<file path="src/rtl/decode_bundle_n.sv">
// decode_bundle_n: ISSUE_W-lane RV32I decode stage behind a 2-entry skid buffer.
// Optional DECODE_INTRA_DEP_EN flags intra-bundle RAW hazards on out_dep.
module decode_bundle_n #(
  parameter int ISSUE_W = 2,
  parameter int XLEN    = 32
) (
  input  logic                    clk,
  input  logic                    rst_n,
  input  logic                    in_valid,
  output logic                    in_ready,
  input  logic [ISSUE_W*32-1:0]   in_instr,
  input  logic [ISSUE_W-1:0]      in_lane_vld,
  output logic                    out_valid,
  input  logic                    out_ready,
  output logic [ISSUE_W-1:0]      out_lane_vld,
  output logic [ISSUE_W*5-1:0]    out_rs1,
  output logic [ISSUE_W*5-1:0]    out_rs2,
  output logic [ISSUE_W*5-1:0]    out_rd,
  output logic [ISSUE_W*XLEN-1:0] out_imm,
  output logic [ISSUE_W*3-1:0]    out_aluop,
  output logic [ISSUE_W*5-1:0]    out_ctrl,
  output logic [ISSUE_W-1:0]      out_illegal,
  output logic [ISSUE_W-1:0]      out_dep
);

  if (XLEN != 32) begin : g_xlen_chk
    $error("decode_bundle_n: XLEN must be 32");
  end
  if (ISSUE_W < 1 || ISSUE_W > 8) begin : g_w_chk
    $error("decode_bundle_n: ISSUE_W must be 1..8");
  end

  typedef struct packed {
    logic        vld;
    logic [4:0]  rs1;
    logic [4:0]  rs2;
    logic [4:0]  rd;
    logic [31:0] imm;
    logic [2:0]  aluop;
    logic [4:0]  ctrl;
    logic        ill;
    logic        dep;
  } lane_t;

  typedef enum logic [1:0] {
    EMPTY,
    ONE,
    FULL
  } state_e;

  function automatic lane_t dec(
    input logic [31:0] ins,
    input logic        v
  );
    lane_t      l;
    logic [6:0] op;
    logic [2:0] f3;
    logic [6:0] f7;
    logic       is_oi;
    logic       is_op;
    logic       is_sub;
    logic       is_sw;
    logic       is_lw;
    l  = '0;
    op = ins[6:0];
    f3 = ins[14:12];
    f7 = ins[31:25];
    is_oi = (op == 7'b0010011) &&
            (f3 == 3'b000 || f3 == 3'b111);
    is_sub = (f3 == 3'b000) && (f7 == 7'b0100000);
    is_op = (op == 7'b0110011) && (
            (f3 == 3'b000 && f7 == 7'b0000000) ||
            is_sub ||
            (f3 == 3'b100 && f7 == 7'b0000000) ||
            (f3 == 3'b101 && f7 == 7'b0100000));
    is_sw = (op == 7'b0100011) && (f3 == 3'b010);
    is_lw = (op == 7'b0000011) && (f3 == 3'b010);
    if (v) begin
      l.vld = 1'b1;
      unique case (1'b1)
        is_oi: begin
          l.rs1   = ins[19:15];
          l.rd    = ins[11:7];
          l.imm   = {{20{ins[31]}}, ins[31:20]};
          l.aluop = f3;
          l.ctrl  = 5'b11000;
        end
        is_op: begin
          l.rs1   = ins[19:15];
          l.rs2   = ins[24:20];
          l.rd    = ins[11:7];
          l.aluop = is_sub ? 3'b001 : f3;
          l.ctrl  = 5'b10000;
        end
        is_sw: begin
          l.rs1  = ins[19:15];
          l.rs2  = ins[24:20];
          l.imm  = {{20{ins[31]}}, ins[31:25],
                    ins[11:7]};
          l.ctrl = 5'b01100;
        end
        is_lw: begin
          l.rs1  = ins[19:15];
          l.rd   = ins[11:7];
          l.imm  = {{20{ins[31]}}, ins[31:20]};
          l.ctrl = 5'b11011;
        end
        default: l.ill = 1'b1;
      endcase
      if (l.rd == 5'd0) l.ctrl[4] = 1'b0;
    end
    return l;
  endfunction

  lane_t [ISSUE_W-1:0] dec_d;
  lane_t [ISSUE_W-1:0] main_q, main_d;
  lane_t [ISSUE_W-1:0] skid_q, skid_d;
  state_e              state_q, state_d;
  logic                in_acc;
  logic                out_acc;

  assign in_ready  = (state_q != FULL);
  assign out_valid = (state_q != EMPTY);
  assign in_acc    = in_valid && in_ready;
  assign out_acc   = out_valid && out_ready;

  // Per-lane decode plus optional older-lane RAW detection
  always_comb begin
    for (int j = 0; j < ISSUE_W; j++) begin
      dec_d[j] = dec(in_instr[32*j +: 32], in_lane_vld[j]);
    end
`ifdef DECODE_INTRA_DEP_EN
    for (int j = 1; j < ISSUE_W; j++) begin
      for (int i = 0; i < j; i++) begin
        if (dec_d[j].vld && dec_d[i].vld &&
            dec_d[i].ctrl[4] &&
            dec_d[i].rd != 5'd0 &&
            (dec_d[j].rs1 == dec_d[i].rd ||
             dec_d[j].rs2 == dec_d[i].rd)) begin
          dec_d[j].dep = 1'b1;
        end
      end
    end
`endif
  end

  // Skid buffer next state: main feeds output, skid absorbs one stall
  always_comb begin
    state_d = state_q;
    main_d  = main_q;
    skid_d  = skid_q;
    unique case (state_q)
      EMPTY: begin
        if (in_acc) begin
          main_d  = dec_d;
          state_d = ONE;
        end
      end
      ONE: begin
        if (in_acc && out_acc) begin
          main_d = dec_d;
        end else if (in_acc) begin
          skid_d  = dec_d;
          state_d = FULL;
        end else if (out_acc) begin
          state_d = EMPTY;
        end
      end
      FULL: begin
        if (out_acc) begin
          main_d  = skid_q;
          state_d = ONE;
        end
      end
      default: state_d = EMPTY;
    endcase
  end

  // State and payload registers, async cleared
  always_ff @(posedge clk or negedge rst_n) begin
    if (!rst_n) begin
      state_q <= EMPTY;
      main_q  <= '0;
      skid_q  <= '0;
    end else begin
      state_q <= state_d;
      main_q  <= main_d;
      skid_q  <= skid_d;
    end
  end

  for (genvar g = 0; g < ISSUE_W; g++) begin : g_out
    assign out_lane_vld[g]        = main_q[g].vld;
    assign out_rs1[5*g +: 5]      = main_q[g].rs1;
    assign out_rs2[5*g +: 5]      = main_q[g].rs2;
    assign out_rd[5*g +: 5]       = main_q[g].rd;
    assign out_imm[XLEN*g +: XLEN] = main_q[g].imm;
    assign out_aluop[3*g +: 3]    = main_q[g].aluop;
    assign out_ctrl[5*g +: 5]     = main_q[g].ctrl;
    assign out_illegal[g]         = main_q[g].ill;
    assign out_dep[g]             = main_q[g].dep;
  end

endmodule
</file>
<file path="config.mk">
export PLATFORM = sky130hd
export DESIGN_NAME = decode_bundle_n
export DESIGN_NICKNAME = d
export VERILOG_FILES = /design/src/rtl/decode_bundle_n.sv
export SDC_FILE = /design/constraint.sdc
export NUM_CORES = 1
export LEC_CHECK = 0
export CAP_MARGIN = 20
export CORE_UTILIZATION = 25
export CTS_CLUSTER_SIZE = 30
export DETAILED_ROUTE_END_ITERATION = 8
export SLEW_MARGIN = 15
export SYNTH_ARGS = -nofsm -noshare
export SYNTH_HDL_FRONTEND = slang
export SYNTH_SLANG_ARGS = --single-unit
</file>
<file path="constraint.sdc">
create_clock -name clk -period 4.4 [get_ports clk]
set_input_delay 0.66 -clock clk [delete_from_list [all_inputs] [get_ports clk]]
set_output_delay 0.66 -clock clk [all_outputs]
set_load 0.01 [all_outputs]
</file>
# == Yosys cells after proc, flatten, opt, wreduce, memory -nomap -nowiden ==
# Index checks and enable logic that the tools add are counted.
# word_totals
reg_bits,232
inputBits,70
output_inout_bits,118
# classes
eq_ne,26
mux,32
bitwise,1
n_reduce_logical,47
# ops
operator,n
2-to-1 mux 116 bit,3
one-hot mux 116 bit (3 select lines),1
one-hot mux 32 bit (2 select lines),2
2-to-1 mux 57 bit,2
equality test 7 x 6 -> 1 bit (second input constant),6
2-to-1 mux 5 bit,8
one-hot mux 5 bit (4 select lines),2
logical AND 1 bit,19
equality test 3 bit (second input constant),6
equality test 7 x 2 -> 1 bit (second input constant),2
equality test 7 x 5 -> 1 bit (second input constant),2
logical NOT 7 bit,2
one-hot mux 3 bit (2 select lines),2
logical NOT 5 bit,2
2-to-1 mux 2 bit,5
inequality test 2 bit (second input constant),5
logical OR 1 bit,8
AND reduction 4 bit,2
OR reduction 2 bit,4
OR reduction 4 bit,2
equality test 3 x 2 -> 1 bit (second input constant),2
logical NOT 3 bit,2
2-to-1 mux 3 bit,2
one-hot mux 2 bit (3 select lines),1
other kinds (10),14

# == Depth between registers and ports, before layout ==
# depth
depth_word,14
mapped_depth,8
depth_no_buf,6

# == Worst setup path before layout ==
# Ideal clock, no wire load.
# synth_timing
path_kind,in2reg
start,input in_instr[57]
end,"register main_q, in the netlist out_rs2[5]"
arrival_ns,2.087
required_ns,4.323
setup_slack_ns,2.236
stages,6
n_path_buf,1
cell_sequence,or4_4 -> a2111o_4 -> a21boi_2 -> buf_6 -> nand4_1 -> a21oi_1
# synth_between
elab_chain_len,11
# synth_lines
element,line,rtl
from (decl),11,"input logic [ISSUE_W*32-1:0] in_instr,"
equality test 7 x 6 -> 1 bit or logical NOT 7 bit (tied branches),-,
"logical AND 1 bit, on equally long branches","70, 72",
logical OR 1 bit,72,(f3 == 3'b000 && f7 == 7'b0000000) ||
logical OR 1 bit,73,is_sub ||
logical OR 1 bit *,74,(f3 == 3'b100 && f7 == 7'b0000000) ||
logical AND 1 bit *,71,is_op = (op == 7'b0110011) && (
OR reduction 2 bit (no source line) *,-,
2-to-1 mux 5 bit *,80,unique case (1'b1)
2-to-1 mux 57 bit *,78,if (v) begin
"2-to-1 mux 116 bit, on equally long branches","160, 154",
one-hot mux 116 bit (3 select lines) *,152,unique case (state_q)
to (signal assigned),187,main_q <= main_d;
to (decl),116,"lane_t [ISSUE_W-1:0] main_q, main_d;"
# Every way passes the cells marked *; elsewhere a longest branch is shown, timed or not. The select of a mux whose other input is x is not followed.
# A chain may end at the register's enable or synchronous reset.

# == Worst setup path in the final report ==
# layout_timing
start,input out_ready
end,"register main_q, in the netlist out_ctrl[9]"
# layout_between
elab_chain_len,4
# layout_lines
element,line,rtl
from (decl),14,"input logic out_ready,"
logical AND 1 bit *,125,assign out_acc = out_valid && out_ready;
logical AND 1 bit,160,if (in_acc && out_acc) begin
inequality test 2 bit (no source line),-,
AND reduction 4 bit (no source line) *,-,
# Every way passes the cells marked *; elsewhere a longest branch is shown, timed or not.

==> results.ini <==
[power]
powerDensity_nw_per_um2 = 408
leakagePower_nw = 4.16
clkPwrFrac_pct = 38.1
combPwrFrac_pct = 21.7
sw_frac_of_total_pct = 29.3
pwr-share-seq_pct = 40.3
peakVddDrop_uv = 254
power.switching_mw = 1.17
intPower_mw = 2.81

[synth]
synth_top_area_cell = dfrtp_1
avgSynthCellArea_sq_um = 9.31
ys_ff_latch = 146
yosysWarnings = 0
synth-main-ff-cell = dfrtp_1
ys_types = 66
synth-edff-count = 0
post-synth-top-area-fraction_pct = 50.7
synth_area_leaders = dfrtp_1 (51%), nand2_1 (7.2%), buf_4 (4.6%)
synth_cells = 774
syn-cell-area_sq_um = 7210
synthArstFlopShare_pct = 100
yosysSeqAreaShare_pct = 50.7

[clock_network]
h-tree-depth = 4
cts_buffer_depth = 2
cts.clk_slew.worst_paths_ns = 0.06
root_buffer = clkbuf_16
cts.sinks = 146
cts_tree = built
cts_made_buffers = 17
cts_setup_buffers = 0
post_cts_resized = 0
clock_latency_ns = 0.42
hold_buffers = 0

[route]
dr.pass1.iters = 5
detail-route-antenna-nets = 0
drt_iter0_drc = 466
wl_per_cell_um = 17.2
via_per_inst = 4.86
routed_wl_um = 22100
route.detailed.drc = 0
vias = 6261

[grt]
grt_usage_pct = 15.2
grt_overflow = 0
grt_pass1_wl_um = 34100
grt_max_degree = 87
antenna_found_initial = 0
grt_pass1_vias = 5900

[timing]
setup_ws_ns = 1.67
fin_crit_sh_pct = 62.0
finalClockSkew_ns = 0.00775
slew_headroom_pct = 45.5
tightest_slew_ns = 0.817
holdWs_ns = 0.278
fin_setup_tns_ns = 0
drv_slew = 0
rsz0062_at_grt = no
setup_viol = 0
fmax_ghz = 0.366
hold_violations = 0
min_period_ns = 2.73

[worst_setup_path]
crit_fanout = 26
setup.worst_path.class = input pin to register
critPathRequiredTime_ns = 4.71
critPathCaptureType = register
r2r_slack_ns = 1.99
crit_path_start_kind = input pin
r2r_cells = 6
r2r-start = state_q[0]
arrival_ns = 3.04
timing.rr.end = out_ctrl[9]

[floorplanning]
die_area_sq_um = 29500
start_util_pct = 25.7
die_h_um = 172
core_sq_um = 28100
die_w_um = 172
io_pins = 188
num_rows = 61

[outcome]
status = complete, no violations

[placement]
placed_cells = 1256
post-place-ws_ns = 1.24
io_buffers = 185
dp_hpwl_um = 15200
place_congestion = 0.808

[final_layout]
nets = 967
fill_cells = 2912
area_growth_pct = 35.4
drive_above_1_share_pct = 7.47
finalNonFillerCells = 1288
n_antenna_cell = 0

[flow_run]
maxCapViolCount = 0

[hold_path]
hp-class = input pin to asynchronous set/reset pin

## sequential cells by signal, indices dropped and copies added (netlist names)
name          flops
out_rs2          10
out_lane_vld      2
out_rd           10
skid_q           72
out_aluop         6
out_ctrl          8
out_imm          24
state_q           2
out_illegal       2
out_rs1          10
## layer usage
layer / vias up / GRT usage [%] / wire length (um)
met5: - / 0 / 0
met4: 0 / 5.04 / 409
met3: 20 / 3.31 / 1470
met2: 216 / 23.6 / 10200
met1: 3060 / 20.8 / 10000
li1: 2965 / - / -
## kinds of logic (layout without fill, tap and decap cells)
logic type / after synthesis / count (layout) / synth area share [%]
AND/OR/NAND/NOR: 317 / 317 / 21.5
AO/OA/AOI/OAI: 206 / 206 / 19.6
flip-flops: 146 / 146 / 50.7
buffers and inverters: 102 / 237 / 7.93
other: 1 / 2 / 0.0520
XOR/XNOR: 1 / 1 / 0.122
multiplexers: 1 / 1 / 0.139
## layout make-up
class	instances	area, sq um	share of cell area, %
Clock buffer	18	439	4.50
Clock inverter	14	178	1.82
Inverter	9	33.8	0.346
Multi-Input combinational cell	527	3030	31.1
Sequential cell	146	3650	37.4
Tap cell	378	473	4.85
Timing Repair Buffer	196	1950	20.0
## stage by stage
step                      power, mW  instance area (sq um)  util (%)
after floorplan                1.98                   7210         -
after global placement         2.50                   9140      32.6
after detailed placement       2.50                   9140      32.6
after CTS                      4.03                   9760      34.7
after global routing           4.17                   9760      34.7
final                          3.98                   9760      34.7
## worst max-delay path by stage
stage	startpoint	to	slack, ns
finish	out_ready	out_ctrl[9]	1.67
global route	out_ready	out_ctrl[9]	1.53
CTS	out_ready	out_ctrl[9]	1.69
detailed placement	out_ready	out_ctrl[9]	1.24
global placement	out_ready	out_ctrl[9]	1.28
floorplan	in_instr[57]	out_rs2[5]	2.24
## worst max-delay path, cell delays in order
cell	delay, ns
clkdlybuf4s50_1	0.56
and2b_1	0.42
nor2_2	0.14
nor2_4	0.42
buf_4	0.39
nor4_1	0.11
a221o_1	0.32
## cell usage after synthesis (2+ instances only)
cell,number
nand4_1,9
nor2b_1,4
o22ai_1,4
nand3_1,26
buf_2,13
a21oi_1,33
o31ai_1,11
or4b_1,2
a41oi_1,3
inv_1,8
o21a_1,3
a211oi_1,6
o22ai_2,2
a31oi_1,4
nand2_1,139
dfrtp_1,146
nor4b_2,2
and4_1,2
o21ai_1,9
o21ai_0,59
or3_1,2
nor2_2,2
a221o_1,20
a22o_1,14
nor3_1,17
a21o_1,14
nor2_1,54
nor4b_1,3
and2_1,3
clkbuf_1,34
a32oi_1,5
nand2b_1,3
nor4_1,3
a22oi_1,5
nor3_2,3
buf_4,44
a221oi_1,5
or2_2,3
and3_1,28
## cells in the final DEF, fill, tap and decap left out, types with 4 or more instances in the layout
| cell type | synthesis | final |
|---|---|---|
| nor3_1 | 17 | 17 |
| o31ai_1 | 11 | 11 |
| a22o_1 | 14 | 14 |
| a211oi_1 | 6 | 6 |
| nor2_1 | 54 | 54 |
| a31oi_1 | 4 | 4 |
| nand4_1 | 9 | 9 |
| nand2_1 | 139 | 138 |
| o21ai_0 | 59 | 59 |
| a21oi_1 | 33 | 33 |
| dfrtp_1 | 146 | 146 |
| nand3_1 | 26 | 26 |
| a32oi_1 | 5 | 5 |
| clkdlybuf4s50_1 | 0 | 184 |
| clkbuf_16 | 0 | 17 |
| inv_1 | 8 | 8 |
| a221o_1 | 20 | 20 |
| o21ai_1 | 9 | 9 |
| a221oi_1 | 5 | 5 |
| clkinv_4 | 0 | 5 |
| a22oi_1 | 5 | 5 |
| buf_4 | 44 | 10 |
| a21o_1 | 14 | 14 |
| and3_1 | 28 | 28 |
## power by group through the flow
stage               Clock [mW]  Combinational (mW)  Sequential, mW
CTS                       1.55               0.879            1.60
global placement             0               0.869            1.63
floorplan                    0               0.324            1.66
global route              1.61               0.941            1.62
detailed placement           0               0.875            1.63
finish                    1.52               0.863            1.60
Power figures use the tool's default switching activity.
